$ cat config.mk
export PLATFORM = sky130hd
export DESIGN_NAME = uart_alu_interface
export DESIGN_NICKNAME = d
export VERILOG_FILES = /design/src/rtl/uart_alu_interface.sv
export SDC_FILE = /design/constraint.sdc
export NUM_CORES = 1
export LEC_CHECK = 0
export CORE_MARGIN = 2
export CORE_UTILIZATION = 32
export CTS_CLUSTER_DIAMETER = 40
export DETAILED_ROUTE_END_ITERATION = 7
export PLACE_DENSITY = 0.5
export SETUP_SLACK_MARGIN = 0.1
export SLEW_MARGIN = 20
export SYNTH_ARGS = -nofsm -noshare
export SYNTH_HDL_FRONTEND = slang
export SYNTH_SLANG_ARGS = --single-unit
export TNS_END_PERCENT = 20
$ cat constraint.sdc
create_clock -name i_clock -period 7 [get_ports i_clock]
set_clock_uncertainty 0.05 [all_clocks]
set_input_delay 1.4 -clock i_clock [delete_from_list [all_inputs] [get_ports i_clock]]
set_output_delay 1.4 -clock i_clock [all_outputs]
set_load 0.01 [all_outputs]
$ cat src/rtl/uart_alu_interface.sv
// UART calculator glue: gathers operand A, operand B and an opcode from the
// receiver, computes an 8-bit ALU result and hands it to the transmitter with a
// start/done handshake.
// Optional feature macro: UART_ALU_TIMEOUT_EN (inter-byte timeout on partial frames).
module uart_alu_interface #(
   parameter int unsigned NB_DATA        = 8,
   parameter int unsigned NB_OP          = 6,
   parameter int unsigned TIMEOUT_CYCLES = 50_000_000
) (
   input  logic               i_clock,
   input  logic               i_reset,
   input  logic [NB_DATA-1:0] i_rx_data,
   input  logic               i_rx_done_tick,
   input  logic               i_tx_done_tick,
   output logic [NB_DATA-1:0] o_tx_data,
   output logic               o_tx_start,
   output logic               o_busy,
   output logic               o_overrun,
   output logic               o_timeout
);

   localparam logic [NB_OP-1:0] OpAdd = NB_OP'(6'b100000);
   localparam logic [NB_OP-1:0] OpSub = NB_OP'(6'b100010);
   localparam logic [NB_OP-1:0] OpAnd = NB_OP'(6'b100100);
   localparam logic [NB_OP-1:0] OpOr  = NB_OP'(6'b100101);
   localparam logic [NB_OP-1:0] OpXor = NB_OP'(6'b100110);
   localparam logic [NB_OP-1:0] OpNor = NB_OP'(6'b100111);
   localparam logic [NB_OP-1:0] OpSra = NB_OP'(6'b000011);
   localparam logic [NB_OP-1:0] OpSrl = NB_OP'(6'b000010);

   typedef enum logic [2:0] {StWaitA, StWaitB, StWaitOp, StSend, StWaitTx} state_e;

   state_e             state_q, state_d;
   logic [NB_DATA-1:0] a_q, a_d;
   logic [NB_DATA-1:0] b_q, b_d;
   logic [NB_OP-1:0]   op_q, op_d;
   logic [NB_DATA-1:0] tx_data_q, tx_data_d;
   logic               tx_start_q, tx_start_d;
   logic               busy_q, busy_d;
   logic               overrun_q, overrun_d;
   logic               timeout_hit;

   // Shift amount is the whole B byte; oversize shifts saturate naturally.
   function automatic logic [NB_DATA-1:0] alu(input logic [NB_DATA-1:0] a,
                                              input logic [NB_DATA-1:0] b,
                                              input logic [NB_OP-1:0]   op);
      logic [NB_DATA-1:0] r;
      case (op)
         OpAdd:   r = a + b;
         OpSub:   r = a - b;
         OpAnd:   r = a & b;
         OpOr:    r = a | b;
         OpXor:   r = a ^ b;
         OpNor:   r = ~(a | b);
         OpSra:   r = $signed(a) >>> b;
         OpSrl:   r = a >> b;
         default: r = '0;
      endcase
      return r;
   endfunction

`ifdef UART_ALU_TIMEOUT_EN
   localparam int unsigned CntW = (TIMEOUT_CYCLES > 1) ? $clog2(TIMEOUT_CYCLES) : 1;

   logic [CntW-1:0] cnt_q, cnt_d;
   logic            timeout_q;
   logic            waiting;

   // Idle counter: runs only while a partial frame is pending and no byte arrives.
   always_comb begin
      waiting     = (state_q == StWaitB) || (state_q == StWaitOp);
      timeout_hit = waiting && !i_rx_done_tick && (cnt_q == CntW'(TIMEOUT_CYCLES - 1));
      cnt_d       = '0;
      if (waiting && !i_rx_done_tick && !timeout_hit) begin
         cnt_d = cnt_q + 1'b1;
      end
   end

   // Counter and timeout pulse registers.
   always_ff @(posedge i_clock or negedge i_reset) begin
      if (!i_reset) begin
         cnt_q     <= '0;
         timeout_q <= 1'b0;
      end else begin
         cnt_q     <= cnt_d;
         timeout_q <= timeout_hit;
      end
   end

   assign o_timeout = timeout_q;
`else
   assign timeout_hit = 1'b0;
   assign o_timeout   = 1'b0;
`endif

   // Next-state and registered-output logic for the frame FSM.
   always_comb begin
      state_d    = state_q;
      a_d        = a_q;
      b_d        = b_q;
      op_d       = op_q;
      tx_data_d  = tx_data_q;
      tx_start_d = 1'b0;
      busy_d     = busy_q;
      overrun_d  = overrun_q;
      case (state_q)
         StWaitA: begin
            if (i_rx_done_tick) begin
               a_d     = i_rx_data;
               state_d = StWaitB;
            end
         end
         StWaitB: begin
            if (i_rx_done_tick) begin
               b_d     = i_rx_data;
               state_d = StWaitOp;
            end else if (timeout_hit) begin
               state_d = StWaitA;
            end
         end
         StWaitOp: begin
            if (i_rx_done_tick) begin
               // Result is registered now so data is valid alongside the start pulse.
               op_d       = i_rx_data[NB_OP-1:0];
               tx_data_d  = alu(a_q, b_q, op_d);
               tx_start_d = 1'b1;
               busy_d     = 1'b1;
               state_d    = StSend;
            end else if (timeout_hit) begin
               state_d = StWaitA;
            end
         end
         StSend: begin
            overrun_d = overrun_q | i_rx_done_tick;
            state_d   = StWaitTx;
         end
         StWaitTx: begin
            overrun_d = overrun_q | i_rx_done_tick;
            if (i_tx_done_tick) begin
               busy_d  = 1'b0;
               state_d = StWaitA;
            end
         end
         default: begin
            busy_d  = 1'b0;
            state_d = StWaitA;
         end
      endcase
   end

   // State and datapath registers.
   always_ff @(posedge i_clock or negedge i_reset) begin
      if (!i_reset) begin
         state_q    <= StWaitA;
         a_q        <= '0;
         b_q        <= '0;
         op_q       <= '0;
         tx_data_q  <= '0;
         tx_start_q <= 1'b0;
         busy_q     <= 1'b0;
         overrun_q  <= 1'b0;
      end else begin
         state_q    <= state_d;
         a_q        <= a_d;
         b_q        <= b_d;
         op_q       <= op_d;
         tx_data_q  <= tx_data_d;
         tx_start_q <= tx_start_d;
         busy_q     <= busy_d;
         overrun_q  <= overrun_d;
      end
   end

   assign o_tx_data  = tx_data_q;
   assign o_tx_start = tx_start_q;
   assign o_busy     = busy_q;
   assign o_overrun  = overrun_q;

endmodule
==> metrics.txt, run 1 <==
Clk pwr share 11.8%; Syn Nets 373; Hold/Removal Path Class flop to flop; total grt overflow 0; startpoint types input pin; synthesized area 2960 sq um; internal power 0.783 mW; H-tree lvl count 2; DRC 0; Register Area 751 sq um; slew margin rel. 30.1%; P_sw 0.736 mW; Flop pwr share 26.8%; endpoints failing setup 0; RD Place Congestion 0.960; WL final 8430 microns; IO buf count 22; Global Route Usage Sum 17.2%; sequential share of the synthesized area 25.4%; Setup Total Neg Slack 0 ns; first-pass GRT wire length 13,400 microns; unrepaired setup endpoints after global routing false; status complete, no violations; Pwr Density 463 nW/um^2; largest net degree at the start of global routing 31; total die area 10,000 sq um; switching power share of the total 48.5%; Required @ worst endpoint 7.16 ns; CP Class input pin to flop; setup ws final 2.53 ns; post_cts resized 0; # nets final 383; Top Ports 24; initial antenna violation count 0; Ys Warns 0; top_reg_cell synth dfrtp_1; Syn Inst Count 336; element type at the critical path end flop; Slew Limit Fails 0; Placeable Area 9110 sq um; number of synthesized register bits 30; routed via count 2,580; Starting Density 32.5%; Num Clock Sinks 30; routed vias/inst 5.63; CTS tree yes; drt initial violations 293; post-layout min period 4.47 ns; Avg WL per Cell 18.4 microns; maxcap violations 0; clock slew at reported path FFs 0.07 ns; pre-CTS WS 2.27 ns; Gate power share 61.5%; Fin. Hold Viols 0; die height 100 microns; Mean Syn Cell Area 8.81 sq um; cts hold-fix bufs 0; LEAKAGE 1.32 nW; Die Wd 100 microns; FILL cells 962; antenna cells 0; clk root buf clkbuf_8; VDD IR max 159 uV; layout cells sized above 1 10.4%; area occupied by multi-input gates 1950 sq um; synth-to-layout area growth 10.8%; Cell variety after synth 71; postcts setup bufs 0; Final Cycle Share 63.8%; Clk Latency, worst-skew pair 0.29 ns; Max FO, Critical Path 7; FMAX 224 MHz; smallest hold slack 0.427 ns; antenna viol nets, final 0; CP Data Arrival Time 4.63 ns; DRT Pass-1 Iters 5; vias in the first global route 2,403; CTS Buf Count 5; Post-synth EDFFs 0; post-DP HPWL 6080 microns; total power 1.52 mW; post-synthesis async set-or-reset flop share 100%; row cnt 35; Max clock buf depth 2; Worst Max-Slew Pin Slew 1.05 ns
[sequential cells by signal (all words and copies together), names as in the netlist]
signal,count
a_q,8
b_q,8
o_tx_start,1
o_busy,1
o_tx_data,8
o_overrun,1
state_q,3
[through the flow]
| stage | std cells | instance area [sq um] | util [%] |
|---|---|---|---|
| after floorplan | 336 | 2960 | - |
| after global placement | 450 | 3170 | 34.8 |
| after detailed placement | 450 | 3170 | 34.8 |
| after CTS | 458 | 3280 | 36.0 |
| after global routing | 458 | 3280 | 36.0 |
| final | 458 | 3280 | 36.0 |
[cells in the final DEF, fill, tap and decap left out, drive strengths merged, types with 6 or more instances in the layout]
cell	n
a31oi	7
inv	21
a21oi	22
nand2	28
mux2i	11
nor3	9
ha	24
clkdlybuf4s50	22
o21ai	29
nor2	23
a211oi	9
xnor2	16
mux2	6
dfrtp	30
[logic make-up after synthesis]
logic type | synth area share, %
compound gates | 23.0
xor+xnor | 5.03
fa+ha+maj | 10.8
buf+inv | 8.66
flops | 25.4
mux | 9.13
other cells | 0.127
simple gates | 17.9
[critical path, stage by stage]
cell	delay [ns]
clkdlybuf4s50_1	0.61
or4b_1	0.58
nor2_1	0.37
mux2i_1	0.21
fa_1	0.52
a211oi_1	0.30
o21ai_0	0.13
a21oi_1	0.20
a32oi_1	0.12
a21oi_1	0.18
[layout make-up]
| class | instances | share of cell area (%) |
|---|---|---|
| Multi-Input combinational cell | 262 | 59.5 |
| Tap cell | 111 | 4.23 |
| Sequential cell | 30 | 22.9 |
| Timing Repair Buffer | 26 | 7.63 |
| Clock inverter | 3 | 1.22 |
| Inverter | 21 | 2.40 |
| Clock buffer | 5 | 2.10 |
[Yosys cell counts (all sizes together) (4+ instances only)]
cell / count / share of area, %
dfrtp: 30 / 25
o21ai: 29 / 4.9
nand2: 28 / 3.8
ha: 24 / 10
nor2: 23 / 2.9
a21oi: 22 / 3.8
inv: 21 / 2.7
xnor2: 16 / 4.7
clkbuf: 12 / 2.9
mux2i: 11 / 3.7
buf: 10 / 2.7
a211oi: 9 / 2.3
nor3: 9 / 1.9
a31oi: 7 / 1.5
mux2: 6 / 2.3
nand2b: 5 / 1.1
nor2b: 5 / 1.1
mux4: 4 / 3.1
[per-layer routing]
metal / global-route usage (%) / wire (microns) / vias up
li1: - / - / 1241
met1: 25.8 / 4320 / 1242
met2: 25.6 / 3550 / 85
met3: 2.58 / 423 / 12
met4: 5.16 / 139 / 0
met5: 0 / 0 / -
[power groups by stage]
stage | combinational, mW | clock [mW] | sequential, mW
after floorplan | 0.799 | 0 | 0.325
after global placement | 0.916 | 0 | 0.404
after detailed placement | 0.917 | 0 | 0.406
after CTS | 0.926 | 0.186 | 0.402
after global routing | 1.03 | 0.194 | 0.418
final | 0.933 | 0.179 | 0.406
[worst paths after layout]
path / startpoint / slack, ns / cells past startpoint / endpoint
max in group asynchronous: i_reset / 5.13 / 2 / b_q[7]$_DFFE_PN0P_
worst max register to register: b_q[1]$_DFFE_PN0P_ / 3.91 / 9 / o_tx_data[6]$_DFFE_PN0P_
worst min-delay path: o_overrun$_DFFE_PN0P_ / 0.43 / 1 / o_overrun$_DFFE_PN0P_
worst min register to register: o_overrun$_DFFE_PN0P_ / 0.43 / 1 / o_overrun$_DFFE_PN0P_
min in group asynchronous: i_reset / 1.47 / 2 / o_tx_data[1]$_DFFE_PN0P_
worst max-delay path: i_rx_data[5] / 2.53 / 10 / o_tx_data[6]$_DFFE_PN0P_
Note: power is estimated with default switching activity, not from simulation.
==> run 2, diff against run 1 <==
==> constraint.sdc (replaced) <==
create_clock -name i_clock -period 4.2 [get_ports i_clock]
set_clock_uncertainty 0.05 [all_clocks]
set_input_delay 0.84 -clock i_clock [delete_from_list [all_inputs] [get_ports i_clock]]
set_output_delay 0.84 -clock i_clock [all_outputs]
set_load 0.01 [all_outputs]
==> run 2 against run 1 <==
Against the previous run:
- register-to-register slack worse by 2.8 ns
- via count is 1.0% higher
- count of clock-buffer cells in the layout is 2 higher
- sequential power is 66% higher
- combinational power is 67% higher
- sequential cell count stayed put
- critical endpoint unchanged
- highest routed layer unchanged
==> metrics.txt, run 2 (synthesized netlist as in run 1, its figures left out) <==
most common cell after layout, fill and taps aside dfrtp_1; post_cts resized 0; DRT Pass-1 Iters 4; die height 100 microns; total power 2.48 mW; Avg WL per Cell 18.3 microns; maxcap violations 0; synth-to-layout area growth 11.6%; routed via count 2,607; routed vias/inst 5.63; clk root buf clkbuf_8; VDD IR max 247 uV; Worst Max-Slew Pin Slew 0.678 ns; startpoint types input pin; smallest hold slack 0.425 ns; setup ws final 0.565 ns; clock slew at reported path FFs 0.07 ns; Pwr Density 752 nW/um^2; DRC 0; vias in the first global route 2,499; Placeable Area 9110 sq um; most frequent CP cell a21oi_1; CTS tree yes; slowest stage delay, CP 0.60 ns; slew margin rel. 54.5%; Global Route Usage Sum 17.6%; Num Clock Sinks 30; CP max-delay cell or4b_1; IO buf count 22; initial antenna violation count 0; antenna cells 0; CP Class input pin to flop; postcts setup bufs 0; pre-CTS WS 0.303 ns; unrepaired setup endpoints after global routing false; largest net degree at the start of global routing 31; CP Depth 11; internal power 1.27 mW; Clk pwr share 10.0%; # nets final 388; H-tree lvl count 2; Top Ports 24; element type at the critical path end flop; total die area 10,000 sq um; Fin. Hold Viols 0; total grt overflow 0; post-layout min period 3.64 ns; row cnt 35; antenna viol nets, final 0; switching power share of the total 49.0%; LEAKAGE 1.34 nW; Clk Latency, worst-skew pair 0.28 ns; Starting Density 32.5%; endpoints failing setup 0; FMAX 275 MHz; Required @ worst endpoint 4.35 ns; cts hold-fix bufs 0; cell chain of the critical path clkdlybuf4s50_1 > or4b_1 > nor2_1 > buf_4 > mux2i_1 > fa_1 > a211oi_1 > o21ai_0 > a21oi_1 > a32oi_1 > a21oi_1; Final Cycle Share 86.5%; Gate power share 62.8%; first-pass GRT wire length 13,700 microns; CP Data Arrival Time 3.79 ns; CTS Buf Count 5; status complete, no violations; Die Wd 100 microns; layout cells sized above 1 11.6%; Setup Total Neg Slack 0 ns; CP top delay family compound AO/OA/AOI/OAI gates; hold path depth 1; RD Place Congestion 0.927; FILL cells 977; Flop pwr share 27.1%; Max FO, Critical Path 6; Hold/Removal Path Class flop to flop; reg2reg path depth 9; post-DP HPWL 6170 microns; P_sw 1.22 mW; Max clock buf depth 2; Slew Limit Fails 0; WL final 8460 microns; drt initial violations 246; commonest non-fill, non-tap cells in the layout dfrtp_1, nand2_1, o21ai_0, ha_1; Bufs and invs on worst path 2
## run 2: changes by cell type in the layout (fill, tap and decap cells not counted), sizes merged
| cell | change |
|---|---|
| buf | +5 |
| clkinv | -1 |
| clkbuf | +2 |
| bufinv | -1 |
## run 2: final cells by class
type,count,area [sq um],area share (%)
flip-flops and latches,30,751,22.7
inverters,21,78.8,2.39
clock inverters,1,5.00,0.152
clock buffers,7,86.3,2.61
multi-input cells,262,1960,59.2
repair buffers,31,288,8.71
well taps,111,139,4.20
## run 2: metal layers
| metal | track usage (%) | part of all wire, % | vias to the layer above |
|---|---|---|---|
| li1 | - | - | 1254 |
| met1 | 25.4 | 48 | 1268 |
| met2 | 26.9 | 45 | 77 |
| met3 | 3.06 | 5.3 | 8 |
| met4 | 5.16 | 1.2 | 0 |
| met5 | 0 | 0 | - |
## run 2: power groups by stage
stage	sequential [mW]	combinational [mW]	clock [mW]
2_1_floorplan	0.541	1.33	0
3_3_place_gp	0.677	1.52	0
3_5_place_dp	0.674	1.54	0
4_1_cts	0.669	1.55	0.258
5_1_grt	0.700	1.75	0.271
6_report	0.674	1.56	0.249
## run 2: path summary, 6_finish.rpt
check | from | endpoint | slack, ns
hold / removal | o_overrun$_DFFE_PN0P_ | o_overrun$_DFFE_PN0P_ | 0.42
max in group asynchronous | i_reset | b_q[7]$_DFFE_PN0P_ | 2.90
min in group asynchronous | i_reset | a_q[1]$_DFFE_PN0P_ | 0.91
setup / recovery | i_rx_data[4] | o_tx_data[6]$_DFFE_PN0P_ | 0.56
setup reg to reg | b_q[1]$_DFFE_PN0P_ | o_tx_data[6]$_DFFE_PN0P_ | 1.16
hold reg to reg | o_overrun$_DFFE_PN0P_ | o_overrun$_DFFE_PN0P_ | 0.42
## run 2: worst register-to-register path: cells and delay by family, from the launching register on
| kind | cells | cell delay (ns) |
|---|---|---|
| fa+ha+maj | 2 | 0.84 |
| flops | 1 | 0.77 |
| buf+inv | 1 | 0.25 |
| compound gates | 5 | 0.94 |
| mux | 1 | 0.11 |
## run 2: per-stage QoR
stage | area [sq um] | instances | util (%)
after floorplan | 2960 | 336 | -
after global placement | 3210 | 455 | 35.2
after detailed placement | 3210 | 455 | 35.2
after CTS | 3300 | 463 | 36.2
after global routing | 3300 | 463 | 36.3
final | 3300 | 463 | 36.3
==> run 3, diff against run 2 <==
--- a/config.mk
+++ b/config.mk
@@ -6,12 +6,12 @@
 export NUM_CORES = 1
 export LEC_CHECK = 0
 export CORE_MARGIN = 2
-export CORE_UTILIZATION = 32
+export CORE_UTILIZATION = 30
 export CTS_CLUSTER_DIAMETER = 40
 export DETAILED_ROUTE_END_ITERATION = 7
-export PLACE_DENSITY = 0.5
+export PLACE_DENSITY = 0.48
 export SETUP_SLACK_MARGIN = 0.1
-export SLEW_MARGIN = 20
+export SLEW_MARGIN = 40
 export SYNTH_ARGS = -nofsm -noshare
 export SYNTH_HDL_FRONTEND = slang
 export SYNTH_SLANG_ARGS = --single-unit
==> run 3 against run 2 <==
Against the previous run:
- worst hold slack gained 0.0028 ns
- non-clock buffer count is the same
- routed wire length shrank 0.54%
- fmax shrank 2.8%
- utilization shrank 1.7 points
- combinational power is essentially flat
- via count shrank 1.6%
- sequential power is essentially flat
- final area grew 1.4%
- sequential cell count is the same
- global-route usage shrank 0.98 points
- die area grew 6.4%
- critical path type unchanged
- critical endpoint is now o_tx_data[4]$_DFFE_PN0P_
==> metrics.txt, run 3 (synthesized netlist as in run 1, its figures left out) <==
status complete, no violations; DRT Pass-1 Iters 4; drt initial violations 186; total grt overflow 0; element type at the critical path end flop; slew margin rel. 54.7%; clk root buf clkbuf_8; final non-filler cell total 485; Setup Total Neg Slack 0 ns; vias in the first global route 2,383; most common cell after layout, fill and taps aside dfrtp_1; endpoints failing setup 0; Hold/Removal Path Class flop to flop; antenna viol nets, final 0; Top Ports 24; post-DP HPWL 6160 microns; postcts setup bufs 0; Final Cycle Share 89.0%; # nets final 388; maxcap violations 0; Worst Max-Slew Pin Slew 0.675 ns; synth-to-layout area growth 13.1%; setup ws final 0.461 ns; CP Data Arrival Time 3.85 ns; Die Wd 103 microns; met2 routed WL 3780 microns; max layer used met4; Max clock buf depth 2; startpoint types input pin; Register Area 751 sq um; IO buf count 22; CP Class input pin to flop; post_cts resized 0; layout cells sized above 1 11.9%; WL final 8410 microns; VDD IR max 270 uV; Global Route Usage Sum 16.6%; FMAX 267 MHz; LEAKAGE 1.35 nW; Required @ worst endpoint 4.31 ns; cts hold-fix bufs 0; clock slew at reported path FFs 0.07 ns; commonest non-fill, non-tap cells in the layout dfrtp_1, nand2_1, o21ai_0, ha_1; RD Place Congestion 0.881; largest net degree at the start of global routing 31; post-layout min period 3.74 ns; area occupied by multi-input gates 1960 sq um; routed wl met3 460 microns; Pwr Density 753 nW/um^2; Placeable Area 9680 sq um; M1 WL 4120 microns; initial antenna violation count 0; routed vias/inst 5.29; FILL cells 1,023; row cnt 36; DRC 0; Num Clock Sinks 30; Clk Latency, worst-skew pair 0.29 ns; Fin. Hold Viols 0; Avg WL per Cell 17.3 microns; Max FO, Critical Path 6; pre-CTS WS 0.198 ns; first-pass GRT wire length 13,400 microns; CTS Buf Count 5; unrepaired setup endpoints after global routing false; total die area 10,700 sq um; H-tree lvl count 2; die height 103 microns; total power 2.52 mW; routed via count 2,566; Placed Cells 477; CTS tree yes; antenna cells 0; Starting Density 30.6%; Slew Limit Fails 0
[run 3: per-stage QoR]
stage | utilization [%] | area [sq um] | hold WS [ns]
final | 34.6 | 3350 | 0.427
after global routing | 34.6 | 3350 | 0.463
after CTS | 34.6 | 3350 | 0.429
after detailed placement | 33.4 | 3240 | 0.409
after global placement | 33.4 | 3240 | 0.403
after floorplan | - | 2960 | 0.454
[run 3: power breakdown]
part | switching, mW | leakage (nW) | internal (mW)
logic | 0.822 | 0.910 | 0.732
clock network | 0.124 | 0.0575 | 0.166
registers | 0.275 | 0.380 | 0.402
[run 3: worst max-delay path: stages]
cell	delay (ns)
clkdlybuf4s50_1	0.50
or4b_1	0.62
nor2_1	0.29
mux2i_1	0.19
fa_1	0.51
a21o_1	0.18
a211oi_1	0.22
nor3_1	0.08
o31ai_1	0.29
o211ai_1	0.13
[run 3: per-layer routing]
| layer | up-vias | GRT usage (%) |
|---|---|---|
| met4 | 0 | 3.24 |
| li1 | 1253 | - |
| met2 | 76 | 25.3 |
| met1 | 1232 | 24.9 |
| met3 | 5 | 2.69 |
| met5 | - | 0 |
[run 3: cell type report]
cell class / instances / share of cell area (%)
Clock buffer: 8 / 3.29
Inverter: 21 / 2.35
Multi-Input combinational cell: 262 / 58.4
Tap cell: 133 / 4.97
Sequential cell: 30 / 22.4
Timing Repair Buffer: 31 / 8.59
[run 3: path summary, 6_finish.rpt]
kind / start / end / slack [ns] / depth (start not counted)
min in group asynchronous: i_reset / o_tx_data[1]$_DFFE_PN0P_ / 0.90 / 2
min: o_overrun$_DFFE_PN0P_ / o_overrun$_DFFE_PN0P_ / 0.43 / 1
max in group asynchronous: i_reset / b_q[4]$_DFFE_PN0P_ / 2.90 / 2
max reg2reg: b_q[1]$_DFFE_PN0P_ / o_tx_data[4]$_DFFE_PN0P_ / 1.14 / 9
max: i_rx_data[4] / o_tx_data[4]$_DFFE_PN0P_ / 0.46 / 10
min reg2reg: o_overrun$_DFFE_PN0P_ / o_overrun$_DFFE_PN0P_ / 0.43 / 1
